$ cat src/rtl/tinyalu_pkg.sv
// rtl/tinyalu_pkg.sv - shared TinyALU types and constants for the operation producer
package tinyalu_pkg;

    typedef enum logic [2:0] {
        no_op  = 3'd0,
        add_op = 3'd1,
        and_op = 3'd2,
        xor_op = 3'd3,
        mul_op = 3'd4
    } operation_t;

    typedef enum logic [1:0] {
        MODE_DIRECTED = 2'd0,
        MODE_INCR     = 2'd1,
        MODE_RANDOM   = 2'd2,
        MODE_RSVD     = 2'd3
    } prod_mode_t;

    typedef enum logic [1:0] {
        ST_IDLE = 2'd0,
        ST_GEN  = 2'd1,
        ST_DONE = 2'd2
    } prod_state_t;

    localparam logic [31:0] LFSR_TAPS = 32'h8020_0003;

    // Directed mode walks add, and, xor, mul and wraps back to add.
    function automatic operation_t directed_op(input logic [1:0] idx);
        case (idx)
            2'd0:    return add_op;
            2'd1:    return and_op;
            2'd2:    return xor_op;
            default: return mul_op;
        endcase
    endfunction

endpackage

$ cat src/rtl/alu_op_producer_if.sv
// rtl/alu_op_producer_if.sv - valid/ready operation stream between producer and consumer
interface alu_op_producer_if #(
    parameter int DATA_W = 8
);
    import tinyalu_pkg::*;

    logic              op_valid;
    logic              op_ready;
    logic [DATA_W-1:0] op_a;
    logic [DATA_W-1:0] op_b;
    operation_t        op_code;

    modport master (
        output op_valid,
        output op_a,
        output op_b,
        output op_code,
        input  op_ready
    );

    modport slave (
        input  op_valid,
        input  op_a,
        input  op_b,
        input  op_code,
        output op_ready
    );

endinterface

$ cat src/rtl/alu_lfsr32.sv
// rtl/alu_lfsr32.sv - 32-bit Galois LFSR, advances on enable, reloads seed on reset
module alu_lfsr32 #(
    parameter logic [31:0] SEED = 32'h1234_5678,
    parameter logic [31:0] TAPS = 32'h8020_0003
) (
    input  logic        clk,
    input  logic        reset,
    input  logic        en,
    output logic [31:0] state
);

    logic [31:0] r_state;

    // Shift right; when the bit falling out is 1, fold the tap mask back in.
    always_ff @(posedge clk or posedge reset) begin
        if (reset) begin
            r_state <= SEED;
        end else if (en) begin
            r_state <= {1'b0, r_state[31:1]} ^ (r_state[0] ? TAPS : 32'h0);
        end
    end

    assign state = r_state;

endmodule

$ cat src/rtl/alu_op_producer.sv
// rtl/alu_op_producer.sv - configurable-length TinyALU operation stream generator
module alu_op_producer
    import tinyalu_pkg::*;
#(
    parameter int          DATA_W    = 8,
    parameter int          CNT_W     = 16,
    parameter logic [31:0] LFSR_SEED = 32'h1234_5678
) (
    input  logic                clk,
    input  logic                reset,
    input  logic                start,
    input  logic                abort,
    input  logic [1:0]          cfg_mode,
    input  logic [CNT_W-1:0]    cfg_count,
    input  logic [DATA_W-1:0]   cfg_a,
    input  logic [DATA_W-1:0]   cfg_b,
    input  logic [2:0]          cfg_op,
    alu_op_producer_if.master   op_if,
    output logic                busy,
    output logic                done,
    output logic [CNT_W-1:0]    issued
);

    prod_state_t       r_state;
    prod_state_t       w_state_next;
    prod_mode_t        r_mode;
    logic [CNT_W-1:0]  r_count;
    logic [CNT_W-1:0]  r_issued;
    logic [DATA_W-1:0] r_a;
    logic [DATA_W-1:0] r_b;
    operation_t        r_op;
    logic [1:0]        r_dir_idx;

    logic [DATA_W-1:0] w_a_next;
    logic [DATA_W-1:0] w_b_next;
    operation_t        w_op_next;
    logic [1:0]        w_dir_idx_next;
    logic [31:0]       w_lfsr;
    logic              w_unused_lfsr;

    logic       w_start_go;
    logic       w_fire;
    logic       w_last;
    logic       w_load_first;
    logic       w_load_next;
    logic       w_load;
    prod_mode_t w_mode;

    assign w_start_go   = (r_state == ST_IDLE) && start;
    assign w_fire       = (r_state == ST_GEN) && op_if.op_ready;
    assign w_last       = w_fire && ((r_issued + CNT_W'(1)) == r_count);
    assign w_load_first = w_start_go && (cfg_count != '0);
    // An aborting handshake still counts, but nothing further is staged.
    assign w_load_next  = w_fire && !w_last && !abort;
    assign w_load       = w_load_first || w_load_next;
    assign w_mode       = w_start_go ? prod_mode_t'(cfg_mode) : r_mode;

    alu_lfsr32 #(
        .SEED (LFSR_SEED),
        .TAPS (LFSR_TAPS)
    ) u_lfsr (
        .clk   (clk),
        .reset (reset),
        .en    (w_load && (w_mode == MODE_RANDOM)),
        .state (w_lfsr)
    );

    // Only some LFSR bits feed the operands; the rest are intentionally dropped.
    assign w_unused_lfsr = ^w_lfsr;

    // State register.
    always_ff @(posedge clk or posedge reset) begin
        if (reset) begin
            r_state <= ST_IDLE;
        end else begin
            r_state <= w_state_next;
        end
    end

    // Next-state logic; abort wins over completion in GEN.
    always_comb begin
        w_state_next = r_state;
        case (r_state)
            ST_IDLE: begin
                if (start) begin
                    w_state_next = (cfg_count == '0) ? ST_DONE : ST_GEN;
                end
            end
            ST_GEN: begin
                if (abort) begin
                    w_state_next = ST_IDLE;
                end else if (w_last) begin
                    w_state_next = ST_DONE;
                end
            end
            ST_DONE: w_state_next = ST_IDLE;
            default: w_state_next = ST_IDLE;
        endcase
    end

    // Next-item mux: first item comes from cfg_*, later items from the held item.
    always_comb begin
        w_a_next       = r_a;
        w_b_next       = r_b;
        w_op_next      = r_op;
        w_dir_idx_next = r_dir_idx;
        case (w_mode)
            MODE_RANDOM: begin
                w_a_next  = w_lfsr[DATA_W-1:0];
                w_b_next  = w_lfsr[DATA_W+15:16];
                w_op_next = operation_t'({1'b0, w_lfsr[31:30]} + 3'd1);
            end
            MODE_INCR: begin
                if (w_start_go) begin
                    w_a_next  = cfg_a;
                    w_b_next  = cfg_b;
                    w_op_next = operation_t'(cfg_op);
                end else begin
                    w_a_next  = r_a + DATA_W'(1);
                    w_b_next  = r_b - DATA_W'(1);
                end
            end
            default: begin
                if (w_start_go) begin
                    w_a_next       = cfg_a;
                    w_b_next       = cfg_b;
                    w_op_next      = add_op;
                    w_dir_idx_next = 2'd1;
                end else begin
                    w_op_next      = directed_op(r_dir_idx);
                    w_dir_idx_next = r_dir_idx + 2'd1;
                end
            end
        endcase
    end

    // Run configuration, issued counter and the presented operation.
    always_ff @(posedge clk or posedge reset) begin
        if (reset) begin
            r_mode    <= MODE_DIRECTED;
            r_count   <= '0;
            r_issued  <= '0;
            r_a       <= '0;
            r_b       <= '0;
            r_op      <= no_op;
            r_dir_idx <= 2'd0;
        end else begin
            if (w_start_go) begin
                r_mode   <= prod_mode_t'(cfg_mode);
                r_count  <= cfg_count;
                r_issued <= '0;
            end
            if (w_fire) begin
                r_issued <= r_issued + CNT_W'(1);
            end
            if (w_load) begin
                r_a       <= w_a_next;
                r_b       <= w_b_next;
                r_op      <= w_op_next;
                r_dir_idx <= w_dir_idx_next;
            end
        end
    end

    assign op_if.op_valid = (r_state == ST_GEN);
    assign op_if.op_a     = r_a;
    assign op_if.op_b     = r_b;
    assign op_if.op_code  = r_op;
    assign busy           = (r_state == ST_GEN);
    assign done           = (r_state == ST_DONE);
    assign issued         = r_issued;

endmodule

$ cat src/flat_wrapper.sv
// flat-port wrapper written by rule: the top's interface ports become plain ports
module alu_op_producer_flat import tinyalu_pkg::*;
#(
    parameter int          DATA_W    = 8,
    parameter int          CNT_W     = 16,
    parameter logic [31:0] LFSR_SEED = 32'h1234_5678
)
  (clk, reset, start, abort, cfg_mode, cfg_count, cfg_a, cfg_b, cfg_op, busy, done, issued, op_if_op_valid, op_if_op_a, op_if_op_b, op_if_op_code, op_if_op_ready);
  alu_op_producer_if #(.DATA_W(DATA_W)) op_if_i ();
  input  logic clk;
  input  logic reset;
  input  logic start;
  input  logic abort;
  input  logic [1:0] cfg_mode;
  input  logic [CNT_W-1:0] cfg_count;
  input  logic [DATA_W-1:0] cfg_a;
  input  logic [DATA_W-1:0] cfg_b;
  input  logic [2:0] cfg_op;
  output logic busy;
  output logic done;
  output logic [CNT_W-1:0] issued;
  output wire logic [$bits(op_if_i.op_valid)-1:0] op_if_op_valid;
  output wire logic [$bits(op_if_i.op_a)-1:0] op_if_op_a;
  output wire logic [$bits(op_if_i.op_b)-1:0] op_if_op_b;
  output wire logic [$bits(op_if_i.op_code)-1:0] op_if_op_code;
  input wire logic [$bits(op_if_i.op_ready)-1:0] op_if_op_ready;
  assign op_if_op_valid = op_if_i.op_valid;
  assign op_if_op_a = op_if_i.op_a;
  assign op_if_op_b = op_if_i.op_b;
  assign op_if_op_code = op_if_i.op_code;
  assign op_if_i.op_ready = op_if_op_ready;
  alu_op_producer #(.DATA_W(DATA_W), .CNT_W(CNT_W), .LFSR_SEED(LFSR_SEED)) u_core (.clk(clk), .reset(reset), .start(start), .abort(abort), .cfg_mode(cfg_mode), .cfg_count(cfg_count), .cfg_a(cfg_a), .cfg_b(cfg_b), .cfg_op(cfg_op), .op_if(op_if_i), .busy(busy), .done(done), .issued(issued));
endmodule
$ cat config.mk
export PLATFORM = sky130hd
export DESIGN_NAME = alu_op_producer_flat
export DESIGN_NICKNAME = d
export VERILOG_FILES = /design/src/rtl/tinyalu_pkg.sv /design/src/rtl/alu_op_producer_if.sv /design/src/rtl/alu_lfsr32.sv /design/src/rtl/alu_op_producer.sv /design/src/flat_wrapper.sv
export SDC_FILE = /design/constraint.sdc
export NUM_CORES = 1
export LEC_CHECK = 0
export CELL_PAD_IN_SITES_DETAIL_PLACEMENT = 2
export CELL_PAD_IN_SITES_GLOBAL_PLACEMENT = 2
export CORE_ASPECT_RATIO = 0.7
export CORE_MARGIN = 10
export CORE_UTILIZATION = 37
export DETAILED_ROUTE_END_ITERATION = 6
export PLACE_DENSITY = 0.83
export SYNTH_ARGS = -nofsm -noshare
export SYNTH_HDL_FRONTEND = slang
export SYNTH_SLANG_ARGS = --single-unit
$ cat constraint.sdc
create_clock -name clk -period 5.7 [get_ports clk]
set_input_delay 1.14 -clock clk [delete_from_list [all_inputs] [get_ports clk]]
set_output_delay 1.14 -clock clk [all_outputs]
set_load 0.02 [all_outputs]
==> reports/metrics.yaml <==
die:
  die_area_um2: 19300
  core_region_area_um2: 13900
  rows: 36
  initial_core_util: 0.377
  die_y_um: 119
  fp.dieW_um: 162
  ios: 80
yosys:
  ys.flop_type: "dfrtp_1"
  synth_area_leaders: "dfrtp_1 (36%), mux2_4 (9.5%), dfstp_2 (6.5%)"
  yosys.cell_count.top_type: "nand2_1"
  syn_inst: 518
  ys_seq_area_frac: 0.429
  synth_area_per_cell_um2: 10.1
  synth_top_area_cell: "dfrtp_1"
  yosys.cell_types.count: 61
  syn-cell-area_um2: 5220
  syn-num-nets: 569
  synthTopCellsByCount: "nand2_1 (88), dfrtp_1 (76), o21ai_0 (44)"
  ys_ff_latch: 89
  synth-warning-count: 0
  synth_top_area_frac: 0.364
  synth-edff-count: 0
  postSynth.asyncResetShare: 1.00
timing:
  whs_ns: 0.517
  relSlewSlack: 0.192
  fin_tns_setup_ns: 0
  finalCriticalPeriod_ns: 4.16
  rsz0062_at_grt: "no"
  hold_viol_final: 0
  slew_violations: 0
  setup_viol: 0
  worst_slew_pin_slew_ns: 1.21
  fmax_mhz: 240
  period_share: 0.730
  skew_ns: 0.00496
global_route:
  grt_pass1_vias: 4889
  grt_start_max_net_pins: 46
  grt_antenna_before_repair: 0
  grt_overflow: 0
  grt_pass1_wl_um: 28600
  grtUsageTotal: 0.185
cts:
  cts-resized-gates: 0
  clk_root_buffer_cell: "clkbuf_16"
  clkSlewWorstSetupHoldPaths_ns: 0.07
  post_cts_buffers: 0
  htreeDepth: 3
  clock-sinks: 89
  cts_max_path_buffers: 2
  numCtsBuffers: 9
  clk_latency_ns: 0.35
  cts_tree: "yes"
  hold_buffers: 0
cells_and_area:
  seq_area_um2: 2240
  multi_input_area_um2: 2760
  design_area_um2: 6430
  final_nets: 637
  syn_to_final_growth_pct: 23.1
  fillCellCount: 1495
  antenna_cells: 0
  drive_above_1_share: 0.157
run_status:
  status: "finished, final reports clean"
worst_setup_path:
  crit_arrival_ns: 4.39
  cp_max_fo: 17
  required_ns: 5.93
  start_kind: "input port"
  crit_path_end_kind: "flip-flop"
  critPathKind: "in -> reg"
pwr:
  ir_worst_vdd_v: 0.000176
  p_leak_nw: 2.73
  power_density_nw_per_um2: 366
placement:
  placed_cell_area_um2: 6150
  buffer_ports.inserted: 79
  gp_congestion: 0.788
  hpwl_um: 13000
detailed_routing:
  wl_per_cell_um: 22.6
  top_layer: "met4"
  dr_wl_met3_um: 891
  route.met2.wl_um: 8410
  drcViolationCount: 0
  drtAntennaViolNets: 0
  drtIter0Drc: 250
  routed_wl_um: 17700
  drt_first_pass_iters: 4
  vias_per_cell: 5.56
  drt-met1-wl_um: 8230
  vias: 4343
flow_run:
  cap_violations: 0
min_path:
  hp-class: "reg -> reg"
[report_power, final]
part / internal (W) / switching (W) / leakage [nW]
clock network: 0.000304 / 0.000283 / 0.139
registers: 0.000733 / 0.000142 / 1.13
logic: 0.000393 / 0.000496 / 1.46
total: 0.00143 / 0.000921 / 2.73
[sequential cells by signal, indices dropped and copies added, names as in the netlist]
register / count
u_core.u_lfsr.state: 32
u_core.issued: 16
u_core.r_count: 16
u_core.op_if.op_a: 8
u_core.op_if.op_b: 8
u_core.op_if.op_code: 3
u_core.r_dir_idx: 2
u_core.r_mode: 2
u_core.r_state: 2
[layout by cell type (no fill, tap or decap), types with 3 or more instances in the layout]
cell and instances:
a21oi_1 12, a221o_1 6, a221oi_1 4, a222oi_1 3, a22o_1 3, a22oi_1 5
and3_1 12, and4_1 3, buf_4 4, clkbuf_16 9, clkdlybuf4s50_1 79, dfrtp_1 76
dfstp_2 13, ha_1 9, inv_1 20, inv_6 3, mux2_2 11, mux2_4 33
mux2i_1 9, nand2_1 88, nand3_1 13, nand4_1 3, nor2_1 23, nor2b_1 5
nor3_1 4, nor4_1 10, o21ai_0 44, o31ai_1 6, or3_1 5, xnor2_1 18
xor2_1 15
[path summary, 6_finish.rpt]
path | startpoint | slack, ns | depth (start not counted) | end
max in group asynchronous | reset | 3.34 | 3 | u_core.op_if.op_a[4]
worst min register to register | u_core.u_lfsr.state[26] | 0.52 | 1 | u_core.u_lfsr.state[25]
worst max-delay path | start | 1.54 | 10 | u_core.op_if.op_a[0]
worst min-delay path | u_core.u_lfsr.state[26] | 0.52 | 1 | u_core.u_lfsr.state[25]
worst max register to register | u_core.issued[2] | 2.00 | 8 | u_core.u_lfsr.state[22]
min in group asynchronous | reset | 1.25 | 2 | u_core.u_lfsr.state[15]
[per-layer routing]
| layer | up-vias | global-route usage |
|---|---|---|
| met4 | 0 | 0.0380 |
| li1 | 1987 | - |
| met1 | 2257 | 0.248 |
| met2 | 88 | 0.297 |
| met3 | 11 | 0.0434 |
| met5 | - | 0 |
[worst max-delay path: stages]
cell,delay [ns]
clkdlybuf4s50_1,0.50
and2_1,0.21
mux2i_1,0.28
inv_1,0.10
ha_1,0.63
inv_1,0.32
nand2_1,0.44
o21ai_0,0.18
a221o_1,0.32
mux2_2,0.27
[stage by stage]
| stage | setup slack, ns | std cells | utilization | total power, W |
|---|---|---|---|---|
| after floorplan | 1.99 | 518 | - | 0.00141 |
| after global placement | 1.41 | 765 | 0.443 | 0.00171 |
| after detailed placement | 1.21 | 765 | 0.443 | 0.00177 |
| after CTS | 1.54 | 781 | 0.463 | 0.00237 |
| after global routing | 1.31 | 781 | 0.463 | 0.00249 |
| final | 1.54 | 781 | 0.463 | 0.00235 |
[kinds of logic (layout without fill, tap and decap cells)]
group,Yosys count,after routing,share of synthesized area
and+or+nand+nor,181,181,0.171
AOI/OAI and AO/OA,106,106,0.146
DFF,89,89,0.429
muxes,53,53,0.136
buffers and inverters,47,120,0.0414
xor gates and xnor gates,33,33,0.0553
adders and majority gates,9,9,0.0216
[cell type report]
type / instances / area share
Clock inverter: 7 / 0.00915
Multi-Input combinational cell: 382 / 0.430
Clock buffer: 9 / 0.0350
Inverter: 21 / 0.0125
Timing Repair Buffer: 83 / 0.128
Sequential cell: 89 / 0.349
Tap cell: 190 / 0.0370
No activity file was read; power rests on OpenSTA's default activity.
